===== config.mk =====
export PLATFORM = sky130hd
export DESIGN_NAME = memory_regfile
export DESIGN_NICKNAME = d
export VERILOG_FILES = /design/src/rtl/memory_regfile.sv
export SDC_FILE = /design/constraint.sdc
export NUM_CORES = 2
export LEC_CHECK = 0
export ABC_AREA = 1
export BUFFER_PORTS_ARGS = -buffer_cell sky130_fd_sc_hd__buf_4
export CAP_MARGIN = 0
export CORE_AREA = 2 2 333 335
export CTS_CLUSTER_DIAMETER = 80
export DETAILED_ROUTE_END_ITERATION = 6
export DIE_AREA = 0 0 335 337
export GPL_ROUTABILITY_DRIVEN = 0
export MAX_ROUTING_LAYER = met4
export PLACE_DENSITY = 0.74
export SETUP_SLACK_MARGIN = 0.1
export SLEW_MARGIN = 30
export SYNTH_ARGS = -nofsm -noshare
export SYNTH_HDL_FRONTEND = slang
export SYNTH_SLANG_ARGS = --single-unit

===== constraint.sdc =====
create_clock -name clk -period 1.6 [get_ports clk]
set_input_delay 0.08 -clock clk [delete_from_list [all_inputs] [get_ports clk]]
set_output_delay 0.08 -clock clk [all_outputs]
set_load 0.01 [all_outputs]

===== src/rtl/memory_regfile.sv =====
// 32 x DATA_W register file: two combinational read ports and one synchronous write port.
// Register 0 is hardwired to zero. Optional same-cycle forwarding under `MEMORY_BYPASS_EN.
module memory_regfile #(
  parameter int DATA_W = 32,
  parameter int ADDR_W = 5
) (
  input  logic              clk,
  input  logic              rst,
  input  logic [ADDR_W-1:0] rs1,
  input  logic [ADDR_W-1:0] rs2,
  input  logic              we,
  input  logic [ADDR_W-1:0] rd,
  input  logic [DATA_W-1:0] rd_data,
  output logic [DATA_W-1:0] rs1_data,
  output logic [DATA_W-1:0] rs2_data
);

  localparam int DEPTH = 1 << ADDR_W;

  logic [DATA_W-1:0] regs [DEPTH];
  logic [DATA_W-1:0] rs1_stored;
  logic [DATA_W-1:0] rs2_stored;

  // Entry 0 is a constant, so writes to it vanish and reads always see zero.
  for (genvar gi = 0; gi < DEPTH; gi++) begin : g_reg
    if (gi == 0) begin : g_zero
      assign regs[gi] = '0;
    end else begin : g_flop
      logic [DATA_W-1:0] q_reg;
      logic              wr_hit;

      assign wr_hit = we && (rd == ADDR_W'(gi));

      // Reset loads the entry's own index and wins over a coincident write.
      always_ff @(posedge clk) begin
        if (rst) begin
          q_reg <= DATA_W'(gi);
        end else if (wr_hit) begin
          q_reg <= rd_data;
        end
      end

      assign regs[gi] = q_reg;
    end
  end

  assign rs1_stored = regs[rs1];
  assign rs2_stored = regs[rs2];

`ifdef MEMORY_BYPASS_EN
  logic wr_live;

  // Forward the in-flight write so a reader sees it in the same cycle.
  assign wr_live  = we && !rst && (rd != '0);
  assign rs1_data = (wr_live && (rs1 == rd)) ? rd_data : rs1_stored;
  assign rs2_data = (wr_live && (rs2 == rd)) ? rd_data : rs2_stored;
`else
  assign rs1_data = rs1_stored;
  assign rs2_data = rs2_stored;
`endif

endmodule


# Word level (Yosys, flattened, before mapping)
# Cells that the tools add are included.
# totals
register_bits,992
in_bits,50
output_inout_bits,64
word_cells,103
# op_classes
order_cmp,2
eq_ne,31
n_mux,6
bitwise,2
reduce_logical,31
# ops
op,count
$bmux 32 s5,2
$mux 32,4
$eq 5x5->1 const B,16
$eq 5x4->1 const B,8
$logic_and 1x1->1,31
$eq 5x3->1 const B,4
$ge 6x6->1 const B,2
$not 5->6,2
$eq 5x2->1 const B,2
$eq 5x1->1 const B,1

# Longest topological paths before layout
# depth
word_depth,4
ltp_mapped,13
mapped_depth_nobuf,9

# Least setup slack after synthesis
# Ideal clock, no wire load.
# synth_timing
path_type,in2out
from,in rs2[0]
to,out rs2_data[27]
arrival_time_ps,1224
t_required_ps,1520
setup_slack_ps,296
stages,12
n_path_buf,3
path_cell_list,buf_2 -> inv_1 -> buf_2 -> clkbuf_1 -> nand2_1 -> nand3_1 -> nand3_1 -> nand2_1 -> nand2_1 -> nand2_1 -> nand2_1 -> nand2_1
# synth_between
elab_chain_cells,4
# synth_lines
element,line,text
start: declaration,10,"input logic [ADDR_W-1:0] rs2,"
$not 5->6 (not written as such),48,assign rs2_stored = regs[rs2];
$bmux 32 s5,48,
$mux 32 (not written as such) (2 in series),48,
end: declaration,15,output logic [DATA_W-1:0] rs2_data
# Every way passes these cells. The select of a mux whose other input is x is not followed.

# Worst setup path after layout
# layout_timing
from,reg g_reg[22].g_flop.q_reg[20]
to,out rs1_data[20]
# layout_between
elab_chain_cells,3
# layout_lines
element,line,text
start: declaration,29,logic [DATA_W-1:0] q_reg;
start signal: assignment,37,q_reg <= DATA_W'(gi);
start signal: assignment,39,q_reg <= rd_data;
$bmux 32 s5,47,assign rs1_stored = regs[rs1];
$mux 32 (not written as such) (2 in series),47,
end: declaration,14,"output logic [DATA_W-1:0] rs1_data,"
# Every way passes these cells. The select of a mux whose other input is x is not followed.

==> metrics.txt <==
# TYPE chip_impl_metric gauge
chip_impl_info{name="rsz0062_at_grt",value="true"} 1
chip_impl_metric{name="drtPass1Iterations",unit=""} 7
chip_impl_metric{name="antenna_violating_nets_post_route",unit=""} 0
chip_impl_metric{name="max-clock-path-buffers",unit=""} 3
chip_impl_info{name="clockRootBuffer",value="sky130_fd_sc_hd__clkbuf_16"} 1
chip_impl_metric{name="numCtsBuffers",unit=""} 105
chip_impl_metric{name="routed_wl",unit="µm"} 245000
chip_impl_metric{name="first_global_vias",unit=""} 60000
chip_impl_metric{name="dp_hpwl",unit="µm"} 147000
chip_impl_metric{name="htree_levels",unit=""} 3
chip_impl_metric{name="drt_first_iter_violations",unit=""} 11271
chip_impl_metric{name="avgViaCountPerCell",unit=""} 6.24
chip_impl_info{name="cts_tree",value="yes"} 1
chip_impl_metric{name="layout.nets",unit=""} 9132
chip_impl_metric{name="ff_latch_area",unit="µm²"} 20600
chip_impl_metric{name="io_pins",unit=""} 114
chip_impl_info{name="status",value="finished, violations left"} 1
chip_impl_metric{name="placedInstanceArea",unit="µm²"} 59800
chip_impl_metric{name="synth_cells",unit=""} 9095
chip_impl_metric{name="total_track_usage",unit="%"} 42.4
chip_impl_metric{name="final_layout_size_suffix_gt1_share",unit="%"} 22.2
chip_impl_metric{name="post_cts_clock_slew_at_the_launch_and_capture_registers_of_the_worst_setup_and_hold_paths",unit="ns"} 0.06
chip_impl_metric{name="start_util",unit="%"} 49.4
chip_impl_info{name="most-common-layout-cells",value="sky130_fd_sc_hd__nand2_1, sky130_fd_sc_hd__nand3_1, sky130_fd_sc_hd__a21oi_1"} 1
chip_impl_info{name="hold_path_class",value="in2reg"} 1
chip_impl_info{name="worstSetupEndpointType",value="output port"} 1
chip_impl_metric{name="tightestPinTransition",unit="ns"} 0.857
chip_impl_metric{name="timing.critical_path.buf_inv",unit=""} 2
chip_impl_metric{name="clkLatencyLatePin",unit="ns"} 0.71
chip_impl_metric{name="setup_viol_count_final",unit=""} 64
chip_impl_metric{name="die_h",unit="µm"} 337
chip_impl_metric{name="largest_reg_flops",unit=""} 992
chip_impl_metric{name="ir_worst_vdd",unit="mV"} 0.826
chip_impl_info{name="cell_types_occupying_the_most_area_after_synthesis",value="sky130_fd_sc_hd__dfxtp_1, sky130_fd_sc_hd__nand2_1, sky130_fd_sc_hd__nand3_1"} 1
chip_impl_metric{name="grt_pass1_wl",unit="µm"} 360000
chip_impl_metric{name="final_design_area_no_fill",unit="µm²"} 67900
chip_impl_info{name="critical_path.top_delay_family",value="simple AND/OR/NAND/NOR gates"} 1
chip_impl_metric{name="portBuffers",unit=""} 113
chip_impl_metric{name="drc",unit=""} 23
chip_impl_metric{name="critical_path_cell_count",unit=""} 10
chip_impl_metric{name="antenna_violations_before_repair",unit=""} 23
chip_impl_metric{name="crit_arrival",unit="ns"} 2.04
chip_impl_metric{name="min_delay_path_depth",unit=""} 6
chip_impl_metric{name="cp.required",unit="ns"} 1.52
chip_impl_info{name="worst_setup_start_kind",value="register"} 1
chip_impl_metric{name="path_max_fanout",unit=""} 3
chip_impl_metric{name="die_area",unit="µm²"} 113000
chip_impl_metric{name="placeableCoreArea",unit="µm²"} 110000
chip_impl_metric{name="wl_per_cell",unit="µm"} 23.1
chip_impl_metric{name="final.setup_skew",unit="ns"} 0
chip_impl_metric{name="postLayoutSetupSlackWorst",unit="ns"} -0.517
chip_impl_metric{name="number_of_rows_created_at_floorplan",unit=""} 122
chip_impl_metric{name="critical_path.max_stage_delay",unit="ns"} 0.34
chip_impl_metric{name="via_count",unit=""} 66197
chip_impl_info{name="setup.worst_path.class",value="reg2out"} 1
chip_impl_info{name="layout.cells.most_common",value="sky130_fd_sc_hd__nand2_1"} 1
chip_impl_metric{name="slew-limit-headroom",unit="%"} 42.9
chip_impl_metric{name="crit_share_post_route",unit="%"} 132
chip_impl_metric{name="syn-num-nets",unit=""} 9145
chip_impl_metric{name="grt_start_max_net_pins",unit=""} 125
chip_impl_metric{name="area_growth",unit="%"} 25.3
chip_impl_info{name="critPathMostFrequentCell",value="sky130_fd_sc_hd__nand2_2"} 1
chip_impl_metric{name="finalHoldViolCount",unit=""} 0
chip_impl_info{name="crit_path_cells",value="nand2_1 > nand3_1 > nand3_2 > nand2_2 > nand2_2 > nand2_4 > nand2_2 > nand2_2 > buf_12 > buf_6"} 1
chip_impl_metric{name="max_freq",unit="GHz"} 0.472
chip_impl_metric{name="die-width",unit="µm"} 335
chip_impl_metric{name="fill_cells",unit=""} 9612
chip_impl_metric{name="synth.lib_cells_used.distinct",unit=""} 20
chip_impl_metric{name="period_needed",unit="ns"} 2.12
chip_impl_metric{name="report.final.slew_viol_count",unit=""} 0
chip_impl_metric{name="synth.ff_latch_count",unit=""} 992
chip_impl_metric{name="static-leakage-power",unit="nW"} 27.5
chip_impl_info{name="crit_path_top_delay_cell",value="sky130_fd_sc_hd__dfxtp_2"} 1
chip_impl_metric{name="synth_warnings",unit=""} 0
chip_impl_info{name="synthDominantAreaCellType",value="sky130_fd_sc_hd__dfxtp_1"} 1
chip_impl_metric{name="finish.utilization",unit="%"} 61.9
chip_impl_metric{name="seq_area_frac_synth",unit="%"} 36.7
chip_impl_metric{name="synth_largest_type_area_fraction",unit="%"} 36.7
chip_impl_metric{name="multiInputGateArea",unit="µm²"} 32600
chip_impl_metric{name="maxCapViolCount",unit=""} 0
chip_impl_metric{name="syn_avg_cell_area",unit="µm²"} 5.96
chip_impl_metric{name="r2r_cells",unit=""} 3
chip_impl_info{name="failed_checks",value="design-rule violations, negative setup slack"} 1
chip_impl_metric{name="post_syn_area",unit="µm²"} 54200
chip_impl_metric{name="power_per_standard_cell_area",unit="nW/µm²"} 899
chip_impl_metric{name="globalRoute.totalOverflow",unit=""} 0
chip_impl_metric{name="clock-sinks",unit=""} 992
## worst paths after layout
| check | from | to | slack (ns) |
|---|---|---|---|
| setup / recovery | g_reg[22].g_flop.q_reg[20] | rs1_data[20] | -0.52 |
| hold / removal | rd[2] | g_reg[2].g_flop.q_reg[9] | 0.03 |
| setup reg to reg | g_reg[18].g_flop.q_reg[21] | g_reg[18].g_flop.q_reg[21] | 0.44 |
| hold reg to reg | g_reg[6].g_flop.q_reg[1] | g_reg[6].g_flop.q_reg[1] | 0.46 |
## metal layers
metal / part of all wire (%) / vias up / track usage [%]
met2: 41 / 5589 / 60.1
li1: - / 29301 / -
met1: 34 / 29699 / 50.0
met5: 0 / - / -
met4: 8.4 / 0 / 29.6
met3: 16 / 1608 / 14.9
## metrics by stage
| stage | setup TNS [ns] | setup slack [ns] | hold WS (ns) | instances | power, mW |
|---|---|---|---|---|---|
| 6_report | -23.72 | -0.517 | 0.0307 | 10615 | 61.0 |
| 5_1_grt | -26.09 | -0.546 | 0.0378 | 10611 | 62.2 |
| 4_1_cts | -22.48 | -0.488 | 0.0167 | 10531 | 59.9 |
| 3_5_place_dp | -13.11 | -0.177 | 0.373 | 10292 | 33.9 |
| 3_3_place_gp | -9.77 | -0.196 | 0.366 | 10292 | 33.8 |
| 2_1_floorplan | 0 | 0.296 | 0.273 | 9095 | 30.0 |
## power breakdown
part / switching (mW) / internal [mW] / total [mW]
Sequential: 0.163 / 24.9 / 25.1
Combinational: 6.54 / 3.21 / 9.75
Clock: 10.9 / 15.3 / 26.2
Total: 17.6 / 43.5 / 61.0
## timing repair
action | CTS | global route
hold buffers | 35 | 0
gates resized for setup | 727 | 629
setup buffers | 14 | 61
pin swaps | 217 | 313
gates cloned | 0 | 0
setup endpoints to repair | 64 | 65
endpoints found under the hold margin | 972 | 0
## kinds of logic (layout without fill, tap and decap cells)
family / after synthesis / after routing / synth area share [%]
AND/OR/NAND/NOR: 5912 / 5912 / 44.9
AO/OA/AOI/OAI: 1128 / 1128 / 10.5
buffers and inverters: 1063 / 1133 / 7.96
flip-flops: 992 / 992 / 36.7
other: 0 / 24 / 0
## worst reg2reg max path, cell delays in order, from the launching register on
cell	delay (ns)
sky130_fd_sc_hd__dfxtp_4	0.36
sky130_fd_sc_hd__nand2_1	0.05
sky130_fd_sc_hd__a21oi_1	0.13
sky130_fd_sc_hd__dlygate4sd3_1	0.55
## cell type report
cell class                 count  area share (%)
clock buffer                 155            4.58
tap                         1426            2.63
antenna                       24          0.0885
sequential                   992            30.3
multi-input combinational   7040            48.1
clock inverter                35           0.726
inverter                     239            1.40
timing repair buffer         704            12.2
## cells in the mapped netlist
library cell and number:
sky130_fd_sc_hd__clkbuf_1 519, sky130_fd_sc_hd__o21ai_0 334, sky130_fd_sc_hd__nand3_2 1, sky130_fd_sc_hd__buf_1 68, sky130_fd_sc_hd__or2_1 2, sky130_fd_sc_hd__buf_2 227, sky130_fd_sc_hd__nor2_2 2, sky130_fd_sc_hd__a21oi_1 773
sky130_fd_sc_hd__nor2_4 1, sky130_fd_sc_hd__o21ai_1 3, sky130_fd_sc_hd__o211ai_1 18, sky130_fd_sc_hd__nand2_1 3943, sky130_fd_sc_hd__inv_1 220, sky130_fd_sc_hd__nand3_1 1667, sky130_fd_sc_hd__buf_4 10, sky130_fd_sc_hd__inv_2 18
sky130_fd_sc_hd__nor2_1 295, sky130_fd_sc_hd__clkinv_1 1, sky130_fd_sc_hd__nand2_2 1, sky130_fd_sc_hd__dfxtp_1 992
No activity file was read; power rests on OpenSTA's default activity.
